`config.mk`:
```
export PLATFORM = sky130hd
export DESIGN_NAME = complex4_serializer
export DESIGN_NICKNAME = d
export VERILOG_FILES = /design/src/rtl/dot_product_pkg.sv /design/src/rtl/complex_lane_mux.sv /design/src/rtl/complex4_serializer.sv
export SDC_FILE = /design/constraint.sdc
export NUM_CORES = 1
export LEC_CHECK = 0
export CORE_UTILIZATION = 54
export CTS_CLUSTER_DIAMETER = 100
export DETAILED_ROUTE_END_ITERATION = 10
export GPL_ROUTABILITY_DRIVEN = 1
export PLACE_DENSITY = 0.87
export SYNTH_ARGS = -nofsm -noshare
export SYNTH_HDL_FRONTEND = slang
export SYNTH_SLANG_ARGS = --single-unit
export TNS_END_PERCENT = 5
```
`constraint.sdc`:
```
create_clock -name clk -period 3.8 [get_ports clk]
set_input_delay 0.38 -clock clk [delete_from_list [all_inputs] [get_ports clk]]
set_output_delay 0.38 -clock clk [all_outputs]
set_load 0.01 [all_outputs]
```
`src/rtl/dot_product_pkg.sv`:
```
// Shared definitions for the 4-lane complex dot-product datapath.
package dot_product_pkg;
  localparam int NUM_LANES = 4;
  localparam int LANE_W    = 2;

  typedef logic [LANE_W-1:0] lane_idx_t;

  localparam lane_idx_t LAST_LANE = lane_idx_t'(NUM_LANES - 1);

  typedef enum logic {
    IDLE  = 1'b0,
    SHIFT = 1'b1
  } ser_state_t;
endpackage

```
`src/rtl/complex_lane_mux.sv`:
```
// Selects one real/imag pair out of NUM_LANES packed lanes by lane index.
module complex_lane_mux
  import dot_product_pkg::*;
#(
  parameter int WIDTH = 16
) (
  input  logic [NUM_LANES-1:0][WIDTH-1:0] lane_re,
  input  logic [NUM_LANES-1:0][WIDTH-1:0] lane_im,
  input  lane_idx_t                       sel,
  output logic [WIDTH-1:0]                out_re,
  output logic [WIDTH-1:0]                out_im
);
  assign out_re = lane_re[sel];
  assign out_im = lane_im[sel];
endmodule

```
`src/rtl/complex4_serializer.sv`:
```
// Parallel-to-serial converter: one 4-lane complex vector in, four tagged
// samples out in lane order a..d, with zero-bubble back-to-back vectors.
module complex4_serializer
  import dot_product_pkg::*;
#(
  parameter int WIDTH = 16
) (
  input  logic             clk,
  input  logic             rst,
  input  logic             in_valid,
  output logic             in_ready,
  input  logic [WIDTH-1:0] inaReal,
  input  logic [WIDTH-1:0] inaImag,
  input  logic [WIDTH-1:0] inbReal,
  input  logic [WIDTH-1:0] inbImag,
  input  logic [WIDTH-1:0] incReal,
  input  logic [WIDTH-1:0] incImag,
  input  logic [WIDTH-1:0] indReal,
  input  logic [WIDTH-1:0] indImag,
  output logic             out_valid,
  input  logic             out_ready,
  output logic [WIDTH-1:0] outReal,
  output logic [WIDTH-1:0] outImag,
  output logic [1:0]       out_lane,
  output logic             out_last
);
  ser_state_t state_q, state_d;
  lane_idx_t  idx_q, idx_d;
  logic       load;
  logic       out_fire;
  logic       at_last;

  logic [NUM_LANES-1:0][WIDTH-1:0] hold_re, hold_im;

  assign at_last   = (idx_q == LAST_LANE);
  assign out_valid = (state_q == SHIFT);
  assign out_fire  = out_valid && out_ready;
  assign out_last  = out_valid && at_last;
  assign out_lane  = idx_q;
  // The last beat frees the holding register in the same cycle, so a new
  // vector can be taken on that edge without a bubble.
  assign in_ready  = !rst && ((state_q == IDLE) || (out_fire && at_last));

  always_comb begin
    state_d = state_q;
    idx_d   = idx_q;
    load    = 1'b0;
    case (state_q)
      IDLE: begin
        if (in_valid && in_ready) begin
          load    = 1'b1;
          state_d = SHIFT;
          idx_d   = '0;
        end
      end
      SHIFT: begin
        if (out_fire) begin
          if (at_last) begin
            idx_d = '0;
            if (in_valid) load = 1'b1;
            else          state_d = IDLE;
          end else begin
            idx_d = idx_q + lane_idx_t'(1);
          end
        end
      end
      default: begin
        state_d = IDLE;
        idx_d   = '0;
      end
    endcase
  end

  always_ff @(posedge clk) begin
    if (rst) begin
      state_q <= IDLE;
      idx_q   <= '0;
      hold_re <= '0;
      hold_im <= '0;
    end else begin
      state_q <= state_d;
      idx_q   <= idx_d;
      if (load) begin
        hold_re <= {indReal, incReal, inbReal, inaReal};
        hold_im <= {indImag, incImag, inbImag, inaImag};
      end
    end
  end

  complex_lane_mux #(.WIDTH(WIDTH)) u_mux (
    .lane_re (hold_re),
    .lane_im (hold_im),
    .sel     (idx_q),
    .out_re  (outReal),
    .out_im  (outImag)
  );
endmodule
```
==> results_dict.tcl, run 1 <==
set metrics [dict create \
    run_status "finished, final reports clean" \
    post_cts_buffers 0 \
    reg2regPathDepth 5 \
    multi_input_area_mm2 0.00371 \
    antenna_violations_before_repair 0 \
    first_global_vias 4995 \
    area.growth.synth_to_final_pct 31.5 \
    setup_viol 0 \
    power.clock.fraction_pct 44.7 \
    timing.hold.worst.class "register to register" \
    timing.final.max_slew_violations 0 \
    die-height_um 114 \
    unrepaired_setup_endpoints_after_global_routing "false" \
    critical_path_data_arrival_time_ps 2470 \
    synth_top_area_cell "dfxtp_1" \
    mean_number_of_vias_per_cell 5.11 \
    startpoint "out_lane[0]" \
    dp.cells 902 \
    max_clock_skew_ps 6.20 \
    endpoint_kind "output pin" \
    clock_tree.root_cell "clkbuf_16" \
    post_synth_top_area_share_pct 38.8 \
    power_report.internal_total_mw 2.89 \
    report.power.total_mw 3.72 \
    switching_part_of_the_total_pct 22.3 \
    worst_r2r_dst "hold_im[1]" \
    maxClockFrequency_mhz 351 \
    dp_hpwl_um 9870 \
    synth.net_count 744 \
    pin_slew_with_the_least_headroom_to_its_limit_ps 950 \
    final_period_minus_worst_setup_slack_ps 2850 \
    power.share.combinational_pct 14.4 \
    routabilityCongestion 0.780 \
    finish.cell_count_without_fillers 932 \
    cts_hold_repair.buffers 0 \
    startpoint_type "register" \
    routed_wire_length_per_instance_um 16.3 \
    std_cell_rows 40 \
    crit_path_cell_trace "buf_12 > mux4_2 > clkdlybuf4s50_1" \
    commonest_cells_after_routing_fill_and_taps_aside "nand2b_1 (256), clkdlybuf4s50_1 (167), mux2i_1 (129), dfxtp_1 (129), mux4_2 (32)" \
    max-clock-path-buffers 2 \
    most_common_cell_after_layout_fill_and_taps_aside "nand2b_1" \
    post-route-period-util_pct 74.9 \
    firstDrtPassIters 4 \
    cts_resized 0 \
    tritoncts "yes" \
    yosys-top-cells-area "dfxtp_1 (39%), nand2b_1 (24%), mux2i_1 (19%)" \
    final_wirelength_um 15200 \
    route.detailed.drc 0 \
    numCtsBuffers 17 \
    post_route_cells_drive_above_1_share_pct 9.42 \
    diodes 0 \
    grt_max_degree 116 \
    clock-sinks 131 \
    ys_warn_count 0 \
    placement.io_buffers 168 \
    ctsHtreeMaxLevel 4 \
    worst-setup-path-type "register to output pin" \
    cp_slowest_cell "dfxtp_2" \
    layout.nets 886 \
    hold_path_depth 2 \
    synth.ff_latch_count 131 \
    pwr-share-seq_pct 40.9 \
    cellPowerDensity_mw_per_mm2 418 \
    slew-limit-headroom_pct 36.7 \
    vdd_ir_drop_max_uv 278 \
    placeableCoreArea_mm2 0.0121 \
    yosysSeqAreaShare_pct 38.8 \
    setup.worst_path.end "outReal[15]" \
    die-area_mm2 0.0130 \
    post-route-cell-area_mm2 0.00889 \
    yosys.cell_types.count 16 \
    cellLeakagePower_nw 3.34 \
    dr.first_iter.drc_count 268 \
    groute.usage.overall_pct 24.6 \
    critical_path.reg2reg.startpoint "out_lane[1]" \
    grt_remaining_overflow 0 \
    setup_tns_ps 0 \
    final-seq-area_mm2 0.00263 \
    reg2reg_setup_slack_ps 1220 \
    cpPeakStageDelay_ps 780 \
    num-fill-cells 901 \
    syn-mean-instance-area_um2 11.1 \
    worst_ep_required_time_ps 3420 \
    die_w_um 114 \
    final-hold-violation-count 0 \
    netlist_area_mm2 0.00676 \
    dr_total_vias 4762 \
    grt_pass1_wl_um 24500 \
    clk_latency_ps 410 \
    io_pins 169 \
    syn-instance-count 611 \
    path_clk_slew_ps 50 \
    cap_violations 0 \
    cp_max_fo 19 \
    p_switching_mw 0.828 \
    antenna_left 0 \
    placed_cell_area_mm2 0.00829 \
    start_util_pct 55.8 \
]
critical path: cells and delay by family (launching register included):
kind,cells,cell delay (ps)
buffers and inverters,2,750
flip-flops,1,780
multiplexers,1,520
sequential cells by signal (all words and copies together) (netlist names):
signal and cells:
hold_im 64, hold_re 64, out_lane 2, out_valid 1
per-layer routing:
metal	vias up	track usage [%]	share of wire, %
met4	0	6.49	0.86
li1	2325	-	-
met5	-	0	0
met3	13	7.97	7.0
met1	2265	29.0	42
met2	159	43.3	50
stage by stage:
| step | setup slack, ps | util, % | hold WS [ps] |
|---|---|---|---|
| final | 953 | 73.4 | 470 |
| after global routing | 818 | 73.4 | 490 |
| after CTS | 885 | 73.4 | 471 |
| after detailed placement | 1210 | 68.5 | 460 |
| after global placement | 1350 | 68.5 | 455 |
| after floorplan | 2060 | - | 445 |
power by group through the flow:
stage               logic [mW]  registers, mW  clock network (mW)
finish                   0.537           1.52                1.66
detailed placement       0.532           1.54                   0
floorplan                0.337           1.52                   0
global route             0.577           1.53                1.75
global placement         0.521           1.54                   0
CTS                      0.542           1.52                1.68
how the worst min path moves through the flow:
stage / from / endpoint / slack, ps
after floorplan: hold_im[32] / hold_im[32] / 450
after global placement: hold_im[24] / hold_im[24] / 450
after detailed placement: hold_im[39] / hold_im[39] / 460
after CTS: hold_im[58] / hold_im[58] / 470
after global routing: hold_im[30] / hold_im[30] / 490
final: hold_im[39] / hold_im[39] / 470
synthesized netlist by cell type:
cell,number
buf_2,6
a32oi_1,2
buf_12,11
nor2b_4,1
buf_4,5
clkbuf_1,26
mux2i_1,129
buf_6,1
and2_2,1
a21boi_4,1
nand2b_1,256
dfxtp_1,131
ha_1,1
nor2_1,6
mux4_2,32
buf_8,2
final cells by class:
type	count	area share, %
clock inverter	11	1.83
tap	168	2.37
clock buffer	19	4.87
timing repair buffer	174	19.7
sequential	131	29.5
multi-input combinational	429	41.7
kinds of logic (layout without fill, tap and decap cells):
logic type,Yosys count,after routing,synth area share [%]
AO/OA/AOI/OAI,3,3,0.537
buffers and inverters,51,204,6.32
AND/OR/NAND/NOR,264,264,24.4
flip-flops,131,131,38.8
adder cells (fa/ha/maj),1,1,0.185
multiplexers,161,161,29.8
(Power assumes the default switching activity.)
==> run 2: changes to the inputs <==
--- a/config.mk
+++ b/config.mk
@@ -5,11 +5,11 @@
 export SDC_FILE = /design/constraint.sdc
 export NUM_CORES = 1
 export LEC_CHECK = 0
-export CORE_UTILIZATION = 54
+export CORE_UTILIZATION = 50
 export CTS_CLUSTER_DIAMETER = 100
 export DETAILED_ROUTE_END_ITERATION = 10
 export GPL_ROUTABILITY_DRIVEN = 1
-export PLACE_DENSITY = 0.87
+export PLACE_DENSITY = 0.81
 export SYNTH_ARGS = -nofsm -noshare
 export SYNTH_HDL_FRONTEND = slang
 export SYNTH_SLANG_ARGS = --single-unit
==> constraint.sdc (replaced) <==
create_clock -name clk -period 2.9 [get_ports clk]
set_input_delay 0.29 -clock clk [delete_from_list [all_inputs] [get_ports clk]]
set_output_delay 0.29 -clock clk [all_outputs]
set_load 0.01 [all_outputs]
==> run 2 against run 1 <==
Against the previous run:
- clock skew down 0.54 ps
- cell count rose by 1.4%
- sequential power up 30%
- clock power rose by 46%
- global-route usage fell by 2.9 points
- setup slack worse by 550 ps
- largest power group unchanged
==> results_dict.tcl, run 2 (synthesized netlist as in run 1, its figures left out) <==
set metrics [dict create \
    worst-setup-path-type "register to output pin" \
    cp_slowest_cell "mux4_2" \
    clock_tree.root_cell "clkbuf_16" \
    placement.io_buffers 168 \
    maxClockFrequency_mhz 401 \
    cts_resized 0 \
    dp_hpwl_um 9740 \
    cellLeakagePower_nw 3.40 \
    max_clock_skew_ps 5.67 \
    grt_remaining_overflow 0 \
    unrepaired_setup_endpoints_after_global_routing "false" \
    post-route-cell-area_mm2 0.00901 \
    route.detailed.drc 0 \
    multi_input_area_mm2 0.00371 \
    grt_pass1_wl_um 23800 \
    timing.final.max_slew_violations 0 \
    endpoint_kind "output pin" \
    final-seq-area_mm2 0.00263 \
    setup_viol 0 \
    layout.nets 889 \
    pin_slew_with_the_least_headroom_to_its_limit_ps 506 \
    setup_tns_ps 0 \
    post-route-period-util_pct 86.1 \
    dr.first_iter.drc_count 261 \
    path_clk_slew_ps 60 \
    mean_number_of_vias_per_cell 4.98 \
    num-fill-cells 981 \
    dr_total_vias 4706 \
    placed_cell_area_mm2 0.00835 \
    timing.hold.worst.class "input port to register" \
    cp_top_family "buffers and inverters" \
    final-hold-violation-count 0 \
    worst_hold_slack_ps 246 \
    worst_ep_required_time_ps 2610 \
    firstDrtPassIters 7 \
    cts_hold_repair.buffers 0 \
    cp_max_fo 20 \
    die-height_um 118 \
    most_common_cell_after_layout_fill_and_taps_aside "nand2b_1" \
    placeableCoreArea_mm2 0.0132 \
    diodes 0 \
    ctsHtreeMaxLevel 4 \
    crit_path_cell_trace "buf_12 > mux4_2 > clkdlybuf4s50_1" \
    die-area_mm2 0.0140 \
    clock-sinks 131 \
    slew-limit-headroom_pct 66.3 \
    tritoncts "yes" \
    post_cts_buffers 0 \
    area.growth.synth_to_final_pct 33.5 \
    die_w_um 118 \
    cellPowerDensity_mw_per_mm2 567 \
    startpoint_type "register" \
    numCtsBuffers 17 \
    groute.usage.overall_pct 21.7 \
    first_global_vias 4846 \
    io_pins 169 \
    run_status "finished, final reports clean" \
    clk_latency_ps 420 \
    final_period_minus_worst_setup_slack_ps 2500 \
    cap_violations 0 \
    post_route_cells_drive_above_1_share_pct 9.88 \
    grt_max_degree 158 \
    worst-path-buf-inv 2 \
    routed_wire_length_per_instance_um 15.5 \
    antenna_violations_before_repair 0 \
    vdd_ir_drop_max_uv 487 \
    cpPeakStageDelay_ps 540 \
    report.power.total_mw 5.11 \
    critical_path_data_arrival_time_ps 2210 \
    final_wirelength_um 14700 \
    antenna_left 0 \
    start_util_pct 51.2 \
    routabilityCongestion 0.797 \
    max-clock-path-buffers 2 \
    std_cell_rows 42 \
    commonest_cells_after_routing_fill_and_taps_aside "nand2b_1 (256), clkdlybuf4s50_1 (167), mux2i_1 (129), dfxtp_1 (129), mux4_2 (32)" \
]
[run 2: worst paths after layout]
check                 to  cells after the start  slack (ps)   startpoint
min            out_valid                      2         250          rst
max reg2reg   hold_im[6]                      6         810  out_lane[1]
min reg2reg  hold_im[10]                      2         470  hold_im[10]
max           outReal[7]                      3         400  out_lane[1]
[run 2: final cells by class]
| class | instances | share of cell area (%) |
|---|---|---|
| Clock inverter | 10 | 2.25 |
| Multi-Input combinational cell | 429 | 41.1 |
| Clock buffer | 22 | 5.15 |
| Timing Repair Buffer | 177 | 19.9 |
| Sequential cell | 131 | 29.1 |
| Tap cell | 176 | 2.44 |
[run 2: power by group]
group / switching (mW) / internal, mW / total [mW]
Clock: 0.772 / 1.65 / 2.43
Combinational: 0.256 / 0.446 / 0.702
Sequential: 0.0633 / 1.92 / 1.98
Total: 1.09 / 4.02 / 5.11
[run 2: metrics by stage]
stage	utilization (%)	cells	setup slack (ps)
after floorplan	-	611	1250
after global routing	68.3	945	330
after global placement	63.3	913	880
after detailed placement	63.3	913	820
final	68.3	945	404
after CTS	68.3	945	369
[run 2: worst reg2reg max path, delay by kind of cell (launching register included)]
kind	cells	cell delay [ps]
DFF	1	470
buffers and inverters	2	630
AOI/OAI and AO/OA	1	90
muxes	1	350
and+or+nand+nor	1	180
adders and majority gates	1	290
[run 2: layer usage]
metal | track usage [%] | share of wire [%] | vias to the layer above
met1 | 25.8 | 43 | 2213
met2 | 36.5 | 49 | 143
li1 | - | - | 2334
met3 | 8.11 | 7.2 | 16
met5 | 0 | 0 | -
met4 | 6.25 | 1.2 | 0
